`src/rtl/keypad_debouncer.sv`:
```
// Debounces a 4-digit keypad plus enter button and turns each qualified press
// into one strobe: digit accepted, compare request, or rejected press.
module keypad_debouncer #(
   parameter int DEBOUNCE_CYCLES = 16,
   parameter int MAX_DIGITS      = 8
) (
   input  logic       clk,
   input  logic       reset,
   input  logic [3:0] key,
   input  logic       enter_key,
   output logic       input_value,
   output logic [1:0] bits,
   output logic       compare,
   output logic       key_error,
   output logic [3:0] digit_count
);

   localparam int                CNT_W    = $clog2(DEBOUNCE_CYCLES);
   localparam logic [CNT_W-1:0]  CNT_LAST = CNT_W'(DEBOUNCE_CYCLES - 1);
   localparam logic [3:0]        MAX_DIG  = 4'(MAX_DIGITS);
   localparam logic [4:0]        ENTER_ONLY = 5'b10000;

   typedef enum logic [2:0] {
      IDLE,
      DEBOUNCE,
      FIRE,
      WAIT_REL,
      REL_DEBOUNCE
   } state_t;

   logic [4:0] raw;
   logic [4:0] sync1_reg;
   logic [4:0] sync2_reg;
   logic [4:0] v;

   state_t           state_reg, state_next;
   logic [CNT_W-1:0] cnt_reg, cnt_next;
   logic [4:0]       cap_reg, cap_next;
   logic [1:0]       bits_reg, bits_next;
   logic [3:0]       digit_count_reg, digit_count_next;
   logic             input_value_reg, input_value_next;
   logic             compare_reg, compare_next;
   logic             key_error_reg, key_error_next;

   logic             digit_one_hot;
   logic [1:0]       digit_idx;

   assign raw = {enter_key, key};
   assign v   = sync2_reg;

   // Two-flop synchronizer per raw button.
   generate
      for (genvar gi = 0; gi < 5; gi++) begin : g_sync
         always_ff @(posedge clk) begin
            if (reset) begin
               sync1_reg[gi] <= 1'b0;
               sync2_reg[gi] <= 1'b0;
            end else begin
               sync1_reg[gi] <= raw[gi];
               sync2_reg[gi] <= sync1_reg[gi];
            end
         end
      end
   endgenerate

   always_comb begin
      digit_one_hot = 1'b0;
      digit_idx     = 2'd0;
      case (cap_reg)
         5'b00001: begin digit_one_hot = 1'b1; digit_idx = 2'd0; end
         5'b00010: begin digit_one_hot = 1'b1; digit_idx = 2'd1; end
         5'b00100: begin digit_one_hot = 1'b1; digit_idx = 2'd2; end
         5'b01000: begin digit_one_hot = 1'b1; digit_idx = 2'd3; end
         default:  begin digit_one_hot = 1'b0; digit_idx = 2'd0; end
      endcase
   end

   always_ff @(posedge clk) begin
      if (reset) begin
         state_reg       <= IDLE;
         cnt_reg         <= '0;
         cap_reg         <= '0;
         bits_reg        <= '0;
         digit_count_reg <= '0;
         input_value_reg <= 1'b0;
         compare_reg     <= 1'b0;
         key_error_reg   <= 1'b0;
      end else begin
         state_reg       <= state_next;
         cnt_reg         <= cnt_next;
         cap_reg         <= cap_next;
         bits_reg        <= bits_next;
         digit_count_reg <= digit_count_next;
         input_value_reg <= input_value_next;
         compare_reg     <= compare_next;
         key_error_reg   <= key_error_next;
      end
   end

   always_comb begin
      state_next       = state_reg;
      cnt_next         = cnt_reg;
      cap_next         = cap_reg;
      bits_next        = bits_reg;
      digit_count_next = digit_count_reg;
      input_value_next = 1'b0;
      compare_next     = 1'b0;
      key_error_next   = 1'b0;
      case (state_reg)
         IDLE: begin
            if (v != 5'd0) begin
               cap_next   = v;
               cnt_next   = '0;
               state_next = DEBOUNCE;
            end
         end
         DEBOUNCE: begin
            // Counter stops at its terminal value so it can never wrap.
            if (v != cap_reg)
               state_next = IDLE;
            else if (cnt_reg == CNT_LAST)
               state_next = FIRE;
            else
               cnt_next = cnt_reg + 1'b1;
         end
         FIRE: begin
            state_next = WAIT_REL;
            if (digit_one_hot && (digit_count_reg < MAX_DIG)) begin
               bits_next        = digit_idx;
               input_value_next = 1'b1;
               digit_count_next = digit_count_reg + 4'd1;
            end else if (cap_reg == ENTER_ONLY) begin
               compare_next     = 1'b1;
               digit_count_next = 4'd0;
            end else begin
               key_error_next = 1'b1;
            end
         end
         WAIT_REL: begin
            if (v == 5'd0) begin
               cnt_next   = '0;
               state_next = REL_DEBOUNCE;
            end
         end
         REL_DEBOUNCE: begin
            if (v != 5'd0)
               state_next = WAIT_REL;
            else if (cnt_reg == CNT_LAST)
               state_next = IDLE;
            else
               cnt_next = cnt_reg + 1'b1;
         end
         default: state_next = IDLE;
      endcase
   end

   assign input_value = input_value_reg;
   assign bits        = bits_reg;
   assign compare     = compare_reg;
   assign key_error   = key_error_reg;
   assign digit_count = digit_count_reg;

endmodule

```
`config.mk`:
```
export PLATFORM = sky130hd
export DESIGN_NAME = keypad_debouncer
export DESIGN_NICKNAME = d
export VERILOG_FILES = /design/src/rtl/keypad_debouncer.sv
export SDC_FILE = /design/constraint.sdc
export NUM_CORES = 1
export LEC_CHECK = 0
export CAP_MARGIN = 20
export CORE_ASPECT_RATIO = 1.2
export CORE_MARGIN = 4
export CORE_UTILIZATION = 50
export CTS_BUF_LIST = sky130_fd_sc_hd__clkbuf_2 sky130_fd_sc_hd__clkbuf_4 sky130_fd_sc_hd__clkbuf_8
export CTS_CLUSTER_DIAMETER = 100
export DETAILED_ROUTE_END_ITERATION = 8
export GPL_ROUTABILITY_DRIVEN = 0
export PLACE_DENSITY = 0.72
export REMOVE_ABC_BUFFERS = 1
export SYNTH_ARGS = -nofsm -noshare
export SYNTH_HDL_FRONTEND = slang
export SYNTH_SLANG_ARGS = --single-unit
```
`constraint.sdc`:
```
create_clock -name clk -period 1.9 [get_ports clk]
set_input_delay 0.57 -clock clk [delete_from_list [all_inputs] [get_ports clk]]
set_output_delay 0.57 -clock clk [all_outputs]
set_load 0.005 [all_outputs]
```
### Word-level counts from Yosys, hierarchy flattened

Index checks and enable logic that the tools add are counted.

* shift-type cells: 0
* multipliers: 0
* bitwise gates (word level): 1
* mux-type cells: 20
* equal/unequal tests: 17
* reduce and logical (&&, ||, !) cells: 14
* add/sub/neg operators: 2
* $lt $le $gt $ge: 1
* div/mod/pow operators: 0

Operator list (number)
* $mux W4: 7
* $mux W3: 6
* $pmux W4 S4: 1
* $pmux W3 S5: 1
* $add A4 B1 Y4 const B: 2
* $ne A2 B2 Y1 const B: 4
* $eq A3 B2 Y1 const B: 2
* $ne A3 B3 Y1 const B: 2
* $pmux W2 S3: 1
* $reduce_and A2 Y1: 3
* $eq A5 B1 Y1 const B: 1
* $eq A5 B2 Y1 const B: 1
* $eq A5 B3 Y1 const B: 1
* $eq A5 B4 Y1 const B: 1
* $eq A5 B5 Y1 const B: 1
* $logic_not A5 Y1: 1
* $ne A5 B5 Y1: 1
* $reduce_and A5 Y1: 1
* $reduce_bool A5 Y1: 1
* $eq A4 B4 Y1 const B: 1
* $lt A4 B4 Y1 const B: 1
* $mux W1: 4
* $reduce_and A4 Y1: 1
* $reduce_bool A4 Y1: 1
* other kinds (9): 9

* bits in latches: 0
* bits of input ports: 7
* memories: 0
* ROM bits: 0
* bits in registers: 31
* word-level logic and storage cells: 73
* bits in writable memories: 0
* output and inout bits: 9

### Logic depth before layout (Yosys ltp)

* word-level depth: 6
* gate-level depth with buffers: 6
* mapped depth without buffers: 5

### Least setup slack after synthesis

No wires, ideal clock.

* path kind: reg-to-reg
* from: register sync2_reg[2]
* to: register cnt_reg[2]
* setup slack: 189 ps
* period minus slack after synthesis: 1711 ps
* library setup time: 121 ps
* data arrival time: 1591 ps
* required time: 1779 ps
* stages on the path, launching flop included: 7
* path buffers: 1
* cell sequence: dfxtp_1 or4_4 buf_6 nor2_8 nand3_2 and4b_1 mux2_2

* longest elaborated chain between the ends: 3
* elaborated cells between the ends (all ways): 8
* classes of those cells: eq/ne: 5; reduce/logical: 3

Ends and longest elaborated chain
* start, declared: RTL line 33 `logic [4:0] sync2_reg;`
* start signal, assigned by index: RTL line 60 `sync2_reg[gi] <= sync1_reg[gi];`
* $ne A5 B5 Y1, or another cell as far along: RTL line 119 `if (v != cap_reg)`
* $ne A2 B2 Y1 (no source line)
* $reduce_and A5 Y1 (no source line) (*)
* end signal, assigned: RTL line 90 `cnt_reg <= cnt_next;`
* end, declared: RTL line 37 `logic [CNT_W-1:0] cnt_reg, cnt_next;`

Every way passes the cells marked *; elsewhere a longest branch is shown, timed or not.
A chain may end at the register's enable or synchronous reset.

### Worst setup path after layout

* from: register digit_count_reg[3], in the netlist digit_count[3]
* to: output digit_count[3]

RTL lines
* start, declared: RTL line 40 `logic [3:0] digit_count_reg, digit_count_next;`
* start signal, assigned: RTL line 93 `digit_count_reg <= digit_count_next;`
* end, declared: RTL line 15 `output logic [3:0] digit_count`

No word-level cell between the ends.

==> reports/results.md <==
| Group | Metric | Value |
|---|---|---|
| routing | DR WL/cell | 13.12 um |
| floorplanning | Die Y-Extent | 68.28 um |
| floorplanning | Die X | 58.23 um |
| routing | Length of routed met2 wiring | 1422 um |
| routing | Detail Route met3 WL | 118 um |
| yosys | Total of warnings raised by yosys | 0 |
| clock tree | Clock tree root driver cell | clkbuf_4 |
| worst setup path | CP Max Fanout | 7 |
| timing | Number of failing hold endpoints at the final stage | 0 |
| min path | Min-Delay Path Class | flop to flop |
| routing | Routed vias/inst | 5.500 |
| run | Maximum Capacitance Violations | 0 |
| worst setup path | Req. time, crit path | 1.33 ns |
| finish | Post-layout nets | 192 |
| yosys | Proportion of netlist area held by the largest area contributor | 40.99% |
| routing | Remaining design rule violation count | 0 |
| finish | Area Growth Syn to Fin | 19.83% |
| clock tree | Count of H-tree levels built during CTS | 2 |
| routing | Violation count after the first detailed-route iteration | 39 |
| global routing | Wire length of the first global-routing pass | 5016 um |
| clock tree | Post-CTS Setup Inserts | 0 |
| timing | Final period utilization | 95.33% |
| timing | Slack of the critical path | 0.08881 ns |
| timing | Final clock skew | 0.004621 ns |
| placement | Setup slack at placement | 0.06315 ns |
| timing | Fmax | 552.1 MHz |
| clock tree | Clock tree sinks | 31 |
| yosys | Mean instance size in the synthesized netlist | 9.288 um2 |
| global routing | Congestion Overflow GR | 0 |
| timing | Setup TNS after final layout | 0 ns |
| finish | Fraction of final layout cells with drive strength greater than 1 | 17.39% |
| routing | First drt pass iteration count | 4 |
| finish | Number of antenna repair diodes | 0 |
| timing | Number of setup violations in the final report | 0 |
| global routing | Number of global-route vias before repair | 1130 |
| global routing | Largest net degree at the start of global routing | 23 |
| yosys | Post-synthesis cell count | 163 |
| clock tree | Clk_lat worst skew | 0.33 ns |
| yosys | Number of distinct library cell variants in the gate-level netlist after synthesis | 45 |
| timing | Slew at the pin closest to its max-slew limit | 0.5394 ns |
| global routing | Number of antenna violations at the first check in global routing | 0 |
| yosys | Synth top area cells | dfxtp_1, nor2b_1, xnor2_1 |
| worst setup path | Critical path, cell by cell | clkdlybuf4s50_1 |
| yosys | Most area-hungry cell type in the Yosys netlist | dfxtp_1 |
| yosys | Synthesized cell area | 1514 um2 |
| worst setup path | Crit path capture type | output port |
| clock tree | Worst-case clock buffer depth | 2 |
| floorplanning | Die Outline Area | 3976 um2 |
| floorplanning | Initial Utilization | 53.35% |
| clock tree | Number of instances resized during post-cts repair | 1 |
| power and ir drop | Peak supply drop | 0.5058 mV |
| floorplanning | Site row count | 21 |
| worst setup path | CP max stage delay | 0.51 ns |
| power and ir drop | Pwr dens | 803.9 nW/um2 |
| timing | Unrepaired setup endpoints after global routing | false |
| routing | Total via count in the routed design | 1199 |
| clock tree | Clock tree from TritonCTS | yes |
| timing | Slew Viols, Final | 0 |
| yosys | Fraction of the yosys area taken by sequential cells | 40.99% |
| placement | Number of I/O port buffers | 15 |
| routing | Wirelength, routed | 2861 um |
| worst setup path | Largest delay share family, worst path | buffers and inverters |
| routing | Top layer used by detailed routing | met4 |
| routing | Routed length on met1 | 1253 um |
| timing | Minimum clock period after layout | 1.811 ns |
| placement | Detailed Place HPWL | 2083 um |
| global routing | Overall track demand over capacity in global routing | 16.86% |
| finish | Utilization after layout | 63.93% |
| clock tree | Post-CTS Hold Buffers | 0 |
| clock tree | Number of CTS-inserted buffers | 5 |
| yosys | Count of state elements after synthesis | 31 |
| worst setup path | Startpoint type of the worst setup path | flop |
| outcome | Result of the run | completed |
| power and ir drop | Leakage power | 0.6751 nW |
| timing | Worst slew margin relative to its limit | 64.04% |
| worst setup path | Buffers and inverters on the worst path | 1 |
| routing | Post-route antenna net violation count | 0 |
| floorplanning | Standard cell core area | 2838 um2 |
| worst setup path | WP data arrival | 1.24 ns |
| floorplanning | Number of primary I/O pins | 16 |
| worst setup path | CP max stage cell | clkdlybuf4s50_1 |
| clock tree | Clock transition at path regs | 0.10 ns |
| worst setup path | Classification of the worst setup path | flop to output port |
-- cell usage in the layout, fill, tap and decap left out, types with 3 or more instances in the layout --
| cell | synthesis | routed |
|---|---|---|
| dfxtp_1 | 31 | 26 |
| nor2_1 | 15 | 15 |
| clkdlybuf4s50_1 | 0 | 15 |
| nor2b_1 | 14 | 14 |
| nand2_1 | 9 | 9 |
| buf_4 | 0 | 9 |
| xnor2_1 | 8 | 8 |
| o21ai_0 | 8 | 8 |
| a21oi_1 | 8 | 8 |
| clkbuf_4 | 0 | 5 |
| nor3_1 | 4 | 4 |
| mux2i_1 | 4 | 4 |
| dfxtp_2 | 0 | 4 |
| nand3_1 | 3 | 3 |
| nand4_1 | 3 | 3 |
| xor2_1 | 3 | 3 |
| nor4_1 | 3 | 3 |
| nor4b_1 | 3 | 3 |
-- layer usage --
layer	track usage [%]	vias to the layer above
li1	-	616
met1	18.88	551
met2	27.82	25
met3	5.283	7
met4	10.43	0
met5	0	-
-- cell families (layout without fill, tap and decap cells) --
logic type	after synthesis	in the layout	share of synthesized area [%]
flops	31	31	40.99
xor+xnor	11	11	6.364
buf+inv	12	33	3.884
mux	6	6	4.132
fa+ha+maj	2	2	1.653
compound gates	27	27	11.16
simple gates	74	74	31.82
-- stage by stage --
| step | instance area [um2] | total power, mW | std cells | hold slack, ns |
|---|---|---|---|---|
| 2_1_floorplan | 1459 | 0.8536 | 152 | 0.4138 |
| 3_3_place_gp | 1719 | 0.9257 | 210 | 0.4181 |
| 3_5_place_dp | 1719 | 0.9323 | 210 | 0.4268 |
| 4_1_cts | 1807 | 1.480 | 218 | 0.4459 |
| 5_1_grt | 1814 | 1.541 | 218 | 0.4623 |
| 6_report | 1814 | 1.458 | 218 | 0.4413 |
-- cell usage after synthesis, drive strengths merged --
library cell	instances
a211o	1
a211oi	1
a21boi	1
a21oi	9
a221oi	1
a22oi	2
a311oi	1
and2b	1
and3	2
and4b	2
buf	6
clkbuf	5
dfxtp	31
ha	2
inv	1
mux2	2
mux2i	4
nand2	9
nand2b	2
nand3	4
nand3b	2
nand4	3
nand4b	1
nand4bb	1
nor2	16
nor2b	14
nor3	4
nor3b	2
nor4	5
nor4b	3
o211ai	1
o21ai	9
o31ai	1
or3	1
or4	2
xnor2	8
xor2	3
-- where the power goes --
part           switching [mW]  total (mW)  internal (mW)
Clock                   0.229       0.540          0.311
Sequential             0.0234       0.694          0.671
Combinational           0.116       0.224          0.108
-- path summary, 6_finish.rpt --
check | start | endpoint | slack [ns] | cells past startpoint
max | digit_count[3] | digit_count[3] | 0.09 | 1
max reg2reg | sync2_reg[2] | cnt_reg[2] | 0.12 | 5
min reg2reg | sync1_reg[2] | sync2_reg[2] | 0.44 | 1
min | sync1_reg[2] | sync2_reg[2] | 0.44 | 1
-- cell type report --
cell class	count	area (um2)
fillers	240	1023
multi-input cells	120	834.6
flip-flops and latches	31	629.4
repair buffers	24	217.7
clock buffers	6	51.30
well taps	34	42.54
clock inverters	2	35.03
inverters	1	3.754
Power figures use the tool's default switching activity.
